===== src/rtl/dmem_arb_pkg.sv =====
// Shared types and constants for the data-memory arbiter: FSM states,
// default bus widths and requester IDs.
package dmem_arb_pkg;

    localparam int DMEM_ADDR_W = 32;
    localparam int DMEM_DATA_W = 32;

    localparam logic REQ_R0 = 1'b0;   // CPU MEM stage
    localparam logic REQ_R1 = 1'b1;   // loader / debug port

    typedef enum logic [1:0] {
        IDLE   = 2'd0,
        ISSUE  = 2'd1,
        RDWAIT = 2'd2
    } state_e;

endpackage


===== src/rtl/dmem_arbiter_if.sv =====
// Bundle of both requester ports and the memory port of the arbiter.
// slave = arbiter side, master = requesters plus memory.
import dmem_arb_pkg::*;

interface dmem_arbiter_if #(
    parameter int ADDR_W = DMEM_ADDR_W,
    parameter int DATA_W = DMEM_DATA_W
);
    logic              r0_req_i;
    logic              r0_we_i;
    logic [ADDR_W-1:0] r0_addr_i;
    logic [DATA_W-1:0] r0_wdata_i;
    logic              r0_gnt_o;
    logic              r0_rvalid_o;
    logic [DATA_W-1:0] r0_rdata_o;

    logic              r1_req_i;
    logic              r1_we_i;
    logic [ADDR_W-1:0] r1_addr_i;
    logic [DATA_W-1:0] r1_wdata_i;
    logic              r1_gnt_o;
    logic              r1_rvalid_o;
    logic [DATA_W-1:0] r1_rdata_o;

    logic              mem_en_o;
    logic              mem_we_o;
    logic [ADDR_W-1:0] mem_addr_o;
    logic [DATA_W-1:0] mem_wdata_o;
    logic [DATA_W-1:0] mem_rdata_i;
    logic              busy_o;

    modport slave (
        input  r0_req_i, r0_we_i, r0_addr_i, r0_wdata_i,
        input  r1_req_i, r1_we_i, r1_addr_i, r1_wdata_i,
        input  mem_rdata_i,
        output r0_gnt_o, r0_rvalid_o, r0_rdata_o,
        output r1_gnt_o, r1_rvalid_o, r1_rdata_o,
        output mem_en_o, mem_we_o, mem_addr_o, mem_wdata_o,
        output busy_o
    );

    modport master (
        output r0_req_i, r0_we_i, r0_addr_i, r0_wdata_i,
        output r1_req_i, r1_we_i, r1_addr_i, r1_wdata_i,
        output mem_rdata_i,
        input  r0_gnt_o, r0_rvalid_o, r0_rdata_o,
        input  r1_gnt_o, r1_rvalid_o, r1_rdata_o,
        input  mem_en_o, mem_we_o, mem_addr_o, mem_wdata_o,
        input  busy_o
    );

endinterface


===== src/rtl/dmem_arbiter_rr_arbiter2.sv =====
// Two-way round-robin pick: a lone requester wins, on contention the
// requester that was not granted last wins.
import dmem_arb_pkg::*;

module rr_arbiter2 (
    input  logic [1:0] req,
    input  logic       last,
    output logic       winner
);

    always_comb begin
        winner = REQ_R0;
        if (req == 2'b11) begin
            winner = ~last;
        end else if (req[1]) begin
            winner = REQ_R1;
        end
    end

endmodule


===== src/rtl/dmem_arbiter.sv =====
// Arbitrates two requesters onto a single-port data memory with a
// one-cycle read latency; all outputs are registered.
import dmem_arb_pkg::*;

// state  | meaning
// IDLE   | waiting for a request; arbitrates and latches the winner's command
// ISSUE  | command on the memory bus, grant pulse to the winner
// RDWAIT | read data returning from memory, captured for the winner
module dmem_arbiter #(
    parameter int ADDR_W = DMEM_ADDR_W,
    parameter int DATA_W = DMEM_DATA_W
) (
    input  logic           clk_i,
    input  logic           rst_i,
    dmem_arbiter_if.slave  bus
);

    state_e            state_q;
    logic              last_q;
    logic              win_q;
    logic              we_q;
    logic [ADDR_W-1:0] addr_q;
    logic [DATA_W-1:0] wdata_q;
    logic [1:0]        req;
    logic              pick;

    assign req = {bus.r1_req_i, bus.r0_req_i};

    rr_arbiter2 u_rr (
        .req    (req),
        .last   (last_q),
        .winner (pick)
    );

    assign bus.mem_addr_o  = addr_q;
    assign bus.mem_wdata_o = wdata_q;
    assign bus.busy_o      = (state_q != IDLE);

    always_ff @(posedge clk_i) begin
        if (rst_i) begin
            state_q         <= IDLE;
            last_q          <= REQ_R1;
            win_q           <= REQ_R0;
            we_q            <= 1'b0;
            addr_q          <= '0;
            wdata_q         <= '0;
            bus.r0_gnt_o    <= 1'b0;
            bus.r1_gnt_o    <= 1'b0;
            bus.r0_rvalid_o <= 1'b0;
            bus.r1_rvalid_o <= 1'b0;
            bus.r0_rdata_o  <= '0;
            bus.r1_rdata_o  <= '0;
            bus.mem_en_o    <= 1'b0;
            bus.mem_we_o    <= 1'b0;
        end else begin
            // Pulses default low; each state raises only what it owns.
            bus.r0_gnt_o    <= 1'b0;
            bus.r1_gnt_o    <= 1'b0;
            bus.r0_rvalid_o <= 1'b0;
            bus.r1_rvalid_o <= 1'b0;
            bus.mem_en_o    <= 1'b0;
            bus.mem_we_o    <= 1'b0;
            unique case (state_q)
                IDLE: begin
                    if (|req) begin
                        state_q      <= ISSUE;
                        win_q        <= pick;
                        last_q       <= pick;
                        bus.mem_en_o <= 1'b1;
                        if (pick == REQ_R1) begin
                            bus.r1_gnt_o <= 1'b1;
                            we_q         <= bus.r1_we_i;
                            bus.mem_we_o <= bus.r1_we_i;
                            addr_q       <= bus.r1_addr_i;
                            wdata_q      <= bus.r1_wdata_i;
                        end else begin
                            bus.r0_gnt_o <= 1'b1;
                            we_q         <= bus.r0_we_i;
                            bus.mem_we_o <= bus.r0_we_i;
                            addr_q       <= bus.r0_addr_i;
                            wdata_q      <= bus.r0_wdata_i;
                        end
                    end
                end
                ISSUE: begin
                    state_q <= we_q ? IDLE : RDWAIT;
                end
                RDWAIT: begin
                    state_q <= IDLE;
                    if (win_q == REQ_R1) begin
                        bus.r1_rdata_o  <= bus.mem_rdata_i;
                        bus.r1_rvalid_o <= 1'b1;
                    end else begin
                        bus.r0_rdata_o  <= bus.mem_rdata_i;
                        bus.r0_rvalid_o <= 1'b1;
                    end
                end
                default: state_q <= IDLE;
            endcase
        end
    end

endmodule


===== src/flat_wrapper.sv =====
// flat-port wrapper written by rule: the top's interface ports become plain ports
module dmem_arbiter_flat 
#(
    parameter int ADDR_W = DMEM_ADDR_W,
    parameter int DATA_W = DMEM_DATA_W
)
  (clk_i, rst_i, bus_r0_req_i, bus_r0_we_i, bus_r0_addr_i, bus_r0_wdata_i, bus_r1_req_i, bus_r1_we_i, bus_r1_addr_i, bus_r1_wdata_i, bus_mem_rdata_i, bus_r0_gnt_o, bus_r0_rvalid_o, bus_r0_rdata_o, bus_r1_gnt_o, bus_r1_rvalid_o, bus_r1_rdata_o, bus_mem_en_o, bus_mem_we_o, bus_mem_addr_o, bus_mem_wdata_o, bus_busy_o);
  dmem_arbiter_if #(.ADDR_W(ADDR_W), .DATA_W(DATA_W)) bus_i ();
  input  logic clk_i;
  input  logic rst_i;
  input wire logic [$bits(bus_i.r0_req_i)-1:0] bus_r0_req_i;
  input wire logic [$bits(bus_i.r0_we_i)-1:0] bus_r0_we_i;
  input wire logic [$bits(bus_i.r0_addr_i)-1:0] bus_r0_addr_i;
  input wire logic [$bits(bus_i.r0_wdata_i)-1:0] bus_r0_wdata_i;
  input wire logic [$bits(bus_i.r1_req_i)-1:0] bus_r1_req_i;
  input wire logic [$bits(bus_i.r1_we_i)-1:0] bus_r1_we_i;
  input wire logic [$bits(bus_i.r1_addr_i)-1:0] bus_r1_addr_i;
  input wire logic [$bits(bus_i.r1_wdata_i)-1:0] bus_r1_wdata_i;
  input wire logic [$bits(bus_i.mem_rdata_i)-1:0] bus_mem_rdata_i;
  output wire logic [$bits(bus_i.r0_gnt_o)-1:0] bus_r0_gnt_o;
  output wire logic [$bits(bus_i.r0_rvalid_o)-1:0] bus_r0_rvalid_o;
  output wire logic [$bits(bus_i.r0_rdata_o)-1:0] bus_r0_rdata_o;
  output wire logic [$bits(bus_i.r1_gnt_o)-1:0] bus_r1_gnt_o;
  output wire logic [$bits(bus_i.r1_rvalid_o)-1:0] bus_r1_rvalid_o;
  output wire logic [$bits(bus_i.r1_rdata_o)-1:0] bus_r1_rdata_o;
  output wire logic [$bits(bus_i.mem_en_o)-1:0] bus_mem_en_o;
  output wire logic [$bits(bus_i.mem_we_o)-1:0] bus_mem_we_o;
  output wire logic [$bits(bus_i.mem_addr_o)-1:0] bus_mem_addr_o;
  output wire logic [$bits(bus_i.mem_wdata_o)-1:0] bus_mem_wdata_o;
  output wire logic [$bits(bus_i.busy_o)-1:0] bus_busy_o;
  assign bus_i.r0_req_i = bus_r0_req_i;
  assign bus_i.r0_we_i = bus_r0_we_i;
  assign bus_i.r0_addr_i = bus_r0_addr_i;
  assign bus_i.r0_wdata_i = bus_r0_wdata_i;
  assign bus_i.r1_req_i = bus_r1_req_i;
  assign bus_i.r1_we_i = bus_r1_we_i;
  assign bus_i.r1_addr_i = bus_r1_addr_i;
  assign bus_i.r1_wdata_i = bus_r1_wdata_i;
  assign bus_i.mem_rdata_i = bus_mem_rdata_i;
  assign bus_r0_gnt_o = bus_i.r0_gnt_o;
  assign bus_r0_rvalid_o = bus_i.r0_rvalid_o;
  assign bus_r0_rdata_o = bus_i.r0_rdata_o;
  assign bus_r1_gnt_o = bus_i.r1_gnt_o;
  assign bus_r1_rvalid_o = bus_i.r1_rvalid_o;
  assign bus_r1_rdata_o = bus_i.r1_rdata_o;
  assign bus_mem_en_o = bus_i.mem_en_o;
  assign bus_mem_we_o = bus_i.mem_we_o;
  assign bus_mem_addr_o = bus_i.mem_addr_o;
  assign bus_mem_wdata_o = bus_i.mem_wdata_o;
  assign bus_busy_o = bus_i.busy_o;
  dmem_arbiter #(.ADDR_W(ADDR_W), .DATA_W(DATA_W)) u_core (.clk_i(clk_i), .rst_i(rst_i), .bus(bus_i));
endmodule

===== config.mk =====
export PLATFORM = sky130hd
export DESIGN_NAME = dmem_arbiter_flat
export DESIGN_NICKNAME = d
export VERILOG_FILES = /design/src/rtl/dmem_arb_pkg.sv /design/src/rtl/dmem_arbiter_if.sv /design/src/rtl/dmem_arbiter_rr_arbiter2.sv /design/src/rtl/dmem_arbiter.sv /design/src/flat_wrapper.sv
export SDC_FILE = /design/constraint.sdc
export NUM_CORES = 1
export LEC_CHECK = 0
export ABC_CLOCK_PERIOD_IN_PS = 2300
export CELL_PAD_IN_SITES_DETAIL_PLACEMENT = 0
export CELL_PAD_IN_SITES_GLOBAL_PLACEMENT = 1
export CORE_ASPECT_RATIO = 0.8
export CORE_MARGIN = 2
export CORE_UTILIZATION = 27
export CTS_CLUSTER_SIZE = 10
export DETAILED_ROUTE_END_ITERATION = 10
export PLACE_DENSITY = 0.9
export SYNTH_ARGS = -nofsm -noshare
export SYNTH_HDL_FRONTEND = slang
export SYNTH_HIERARCHICAL = 1
export SYNTH_SLANG_ARGS = --single-unit

===== constraint.sdc =====
create_clock -name clk_i -period 2.3 [get_ports clk_i]
set_clock_uncertainty 0.1 [all_clocks]
set_input_delay 0.575 -clock clk_i [delete_from_list [all_inputs] [get_ports clk_i]]
set_output_delay 0.575 -clock clk_i [all_outputs]
set_load 0.005 [all_outputs]

==> results.sh <==
export IMPL_worstSetupStartpointType="register"
export IMPL_first_iter_violations=203
export IMPL_drv_slew=0
export IMPL_grt_overflow=0
export IMPL_areaGrowthSynthToFinish_pct=75.51
export IMPL_crit_family="buffers and inverters"
export IMPL_synth_seq_cells=139
export IMPL_routed_wl_um=16780
export IMPL_synth_distinct_cells=24
export IMPL_crit_buf_inv=1
export IMPL_die_area_mm2=0.02028
export IMPL_grt_total_usage=0.1632
export IMPL_arrival_ns=1.29
export IMPL_place_congestion=0.7590
export IMPL_crit_required_ns=1.62
export IMPL_clock_sinks=139
export IMPL_fin_tns_setup_ns=0
export IMPL_ant_nets=0
export IMPL_yosysTopAreaCell="dfxtp_1"
export IMPL_dr_pass1_iters=4
export IMPL_grt_pass1_wl_um=26040
export IMPL_start_util=0.2741
export IMPL_crit_cells=1
export IMPL_drv_cap=0
export IMPL_numCtsBuffers=17
export IMPL_hold_viol_final=0
export IMPL_wl_per_cell_um=15.49
export IMPL_synth_ff_type="dfxtp_1"
export IMPL_hold_depth=1
export IMPL_grt_pass1_vias=4715
export IMPL_core_mm2=0.01886
export IMPL_clockBufferDepth=2
export IMPL_yosysSeqAreaShare=0.5382
export IMPL_drc=0
export IMPL_max_stage_delay_ns=0.53
export IMPL_synth_warning_count=6
export IMPL_async_flop_share=0
export IMPL_synth_top_area_share=0.5382
export IMPL_min_period_over_period=0.8549
export IMPL_final_common_cell="clkdlybuf4s50_1"
export IMPL_end_kind="output port"
export IMPL_rsz0062_at_grt="no"
export IMPL_fillers=1821
export IMPL_ios=301
export IMPL_synth_area_mm2=0.005170
export IMPL_die_w_um=158.7
export IMPL_cts_root_buf="clkbuf_16"
export IMPL_vias=4792
export IMPL_numPortBuffers=300
export IMPL_power_leakage_nw=3.224
export IMPL_r2r_end="u_core/bus.r0_rdata_o[14]$_SDFFE_PP0P_"
export IMPL_layout_min_cycle_time_ns=1.966
export IMPL_fin_area_mm2=0.009074
export IMPL_num_rows=45
export IMPL_htree_num_levels=4
export IMPL_grt_max_degree=68
export IMPL_crit_start="u_core/bus.mem_addr_o[9]$_SDFFE_PP0P_"
export IMPL_synth_area_top_cells="dfxtp_1, mux2i_1, o2bb2ai_1, nand2_1, a21oi_1"
export IMPL_setup_worst_path_end="bus_mem_addr_o[9]"
export IMPL_tightest_slew_ns=0.8656
export IMPL_clk_latency_ns=0.41
export IMPL_critPathSlowestCell="clkdlybuf4s50_1"
export IMPL_avgSynthCellArea_um2=9.810
export IMPL_hpwl_um=11740
export IMPL_final_nets=977
export IMPL_critPathKind="register to output port"
export IMPL_regToRegStartpoint="u_core/state_q[1]$_SDFFE_PP0P_"
export IMPL_clk_pin_slew_ns=0.06
export IMPL_routed_via_density=4.425
export IMPL_most_common_layout_cells="clkdlybuf4s50_1, dfxtp_1, nand2_1"
export IMPL_placed_area_mm2=0.008444
export IMPL_cts_tree="yes"
export IMPL_slew_headroom=0.4229
export IMPL_synth_edf_count=0
export IMPL_max_freq_mhz=508.6
export IMPL_peakVddDrop_mv=0.4348
export IMPL_antenna_found_initial=1
export IMPL_crit_path_max_fanout=2
export IMPL_crit_path_cell_trace="clkdlybuf4s50_1"
export IMPL_setup_viol=0
export IMPL_status="finished clean"
export IMPL_drive_gt1_frac=0.06432
export IMPL_die_h_um=127.8
export IMPL_synth_cells=527
export IMPL_hold_path_class="register to register"
export IMPL_power_density_mw_per_mm2=728.6
export IMPL_reg2reg_setup_slack_ns=0.56
export IMPL_postCtsSetupBuffers=0
export IMPL_r2r_cells=3
export IMPL_syn_nets=693
logic make-up after synthesis:
kind of cell    synth area share
compound gates            0.1866
buf+inv                  0.04114
flops                     0.5382
mux                       0.1258
simple gates              0.1082
registers in the layout, summed over array words and instances, names as in the netlist, 2 cells and up:
name,flops
u_core/bus.mem_addr_o,32
u_core/bus.mem_wdata_o,32
u_core/bus.r0_rdata_o,32
u_core/bus.r1_rdata_o,32
u_core/state_q,2
what timing repair did:
item,4_1_cts,5_1_grt
endpoints found under the setup margin,0,1
hold buffers,0,0
gates resized for setup,0,1
where the power goes:
part / switching (mW) / total (mW) / leakage (nW) / internal [mW]
clock network: 1.09 / 2.91 / 0.295 / 1.83
logic: 0.387 / 1.05 / 1.79 / 0.660
registers: 0.0866 / 2.65 / 1.14 / 2.56
worst min path at each step:
stage	from	to	slack, ns
after global placement	u_core/we_q$_SDFFE_PP0P_	u_core/state_q[1]$_SDFFE_PP0P_	0.34
after CTS	u_core/we_q$_SDFFE_PP0P_	u_core/state_q[1]$_SDFFE_PP0P_	0.34
after detailed placement	u_core/we_q$_SDFFE_PP0P_	u_core/state_q[1]$_SDFFE_PP0P_	0.34
final	u_core/we_q$_SDFFE_PP0P_	u_core/state_q[1]$_SDFFE_PP0P_	0.33
after global routing	u_core/we_q$_SDFFE_PP0P_	u_core/state_q[1]$_SDFFE_PP0P_	0.36
after floorplan	u_core/we_q$_SDFFE_PP0P_	u_core/state_q[1]$_SDFFE_PP0P_	0.30
cell usage after synthesis (2+ instances only):
library cell,number
dfxtp_1,139
nor2_1,5
buf_2,11
buf_1,3
mux2i_1,65
o2bb2ai_1,59
o2bb2ai_2,6
inv_1,4
a21oi_1,64
buf_6,2
nand2_1,128
clkbuf_1,29
layout make-up:
class / instances / area [µm²] / share of cell area
clock buffers: 19 / 432.9 / 0.04771
diodes: 1 / 2.502 / 0.0002758
clock inverters: 13 / 191.4 / 0.02110
repair buffers: 310 / 3138 / 0.3458
well taps: 258 / 322.8 / 0.03558
inverters: 4 / 15.01 / 0.001655
multi-input cells: 339 / 2188 / 0.2412
flip-flops and latches: 139 / 2783 / 0.3067
per-stage QoR:
stage               setup slack (ns)  cells  total power, mW  hold slack, ns    util
floorplan                     0.4113    527            3.056          0.3004       -
global placement             0.09907   1050            3.750          0.3409  0.4477
detailed placement           0.06274   1050            3.758          0.3415  0.4477
CTS                          0.01723   1082            6.702          0.3392  0.4808
global route                  0.2623   1082            6.891          0.3573  0.4809
finish                        0.3336   1083            6.611          0.3331  0.4811
metal layers:
metal | GRT usage | vias up | part of all wire
li1 | - | 2410 | -
met1 | 0.1988 | 2206 | 0.44
met2 | 0.2659 | 164 | 0.46
met4 | 0.05235 | 0 | 0.012
met5 | 0 | - | 0
met3 | 0.06503 | 12 | 0.079
Power figures use the tool's default switching activity.
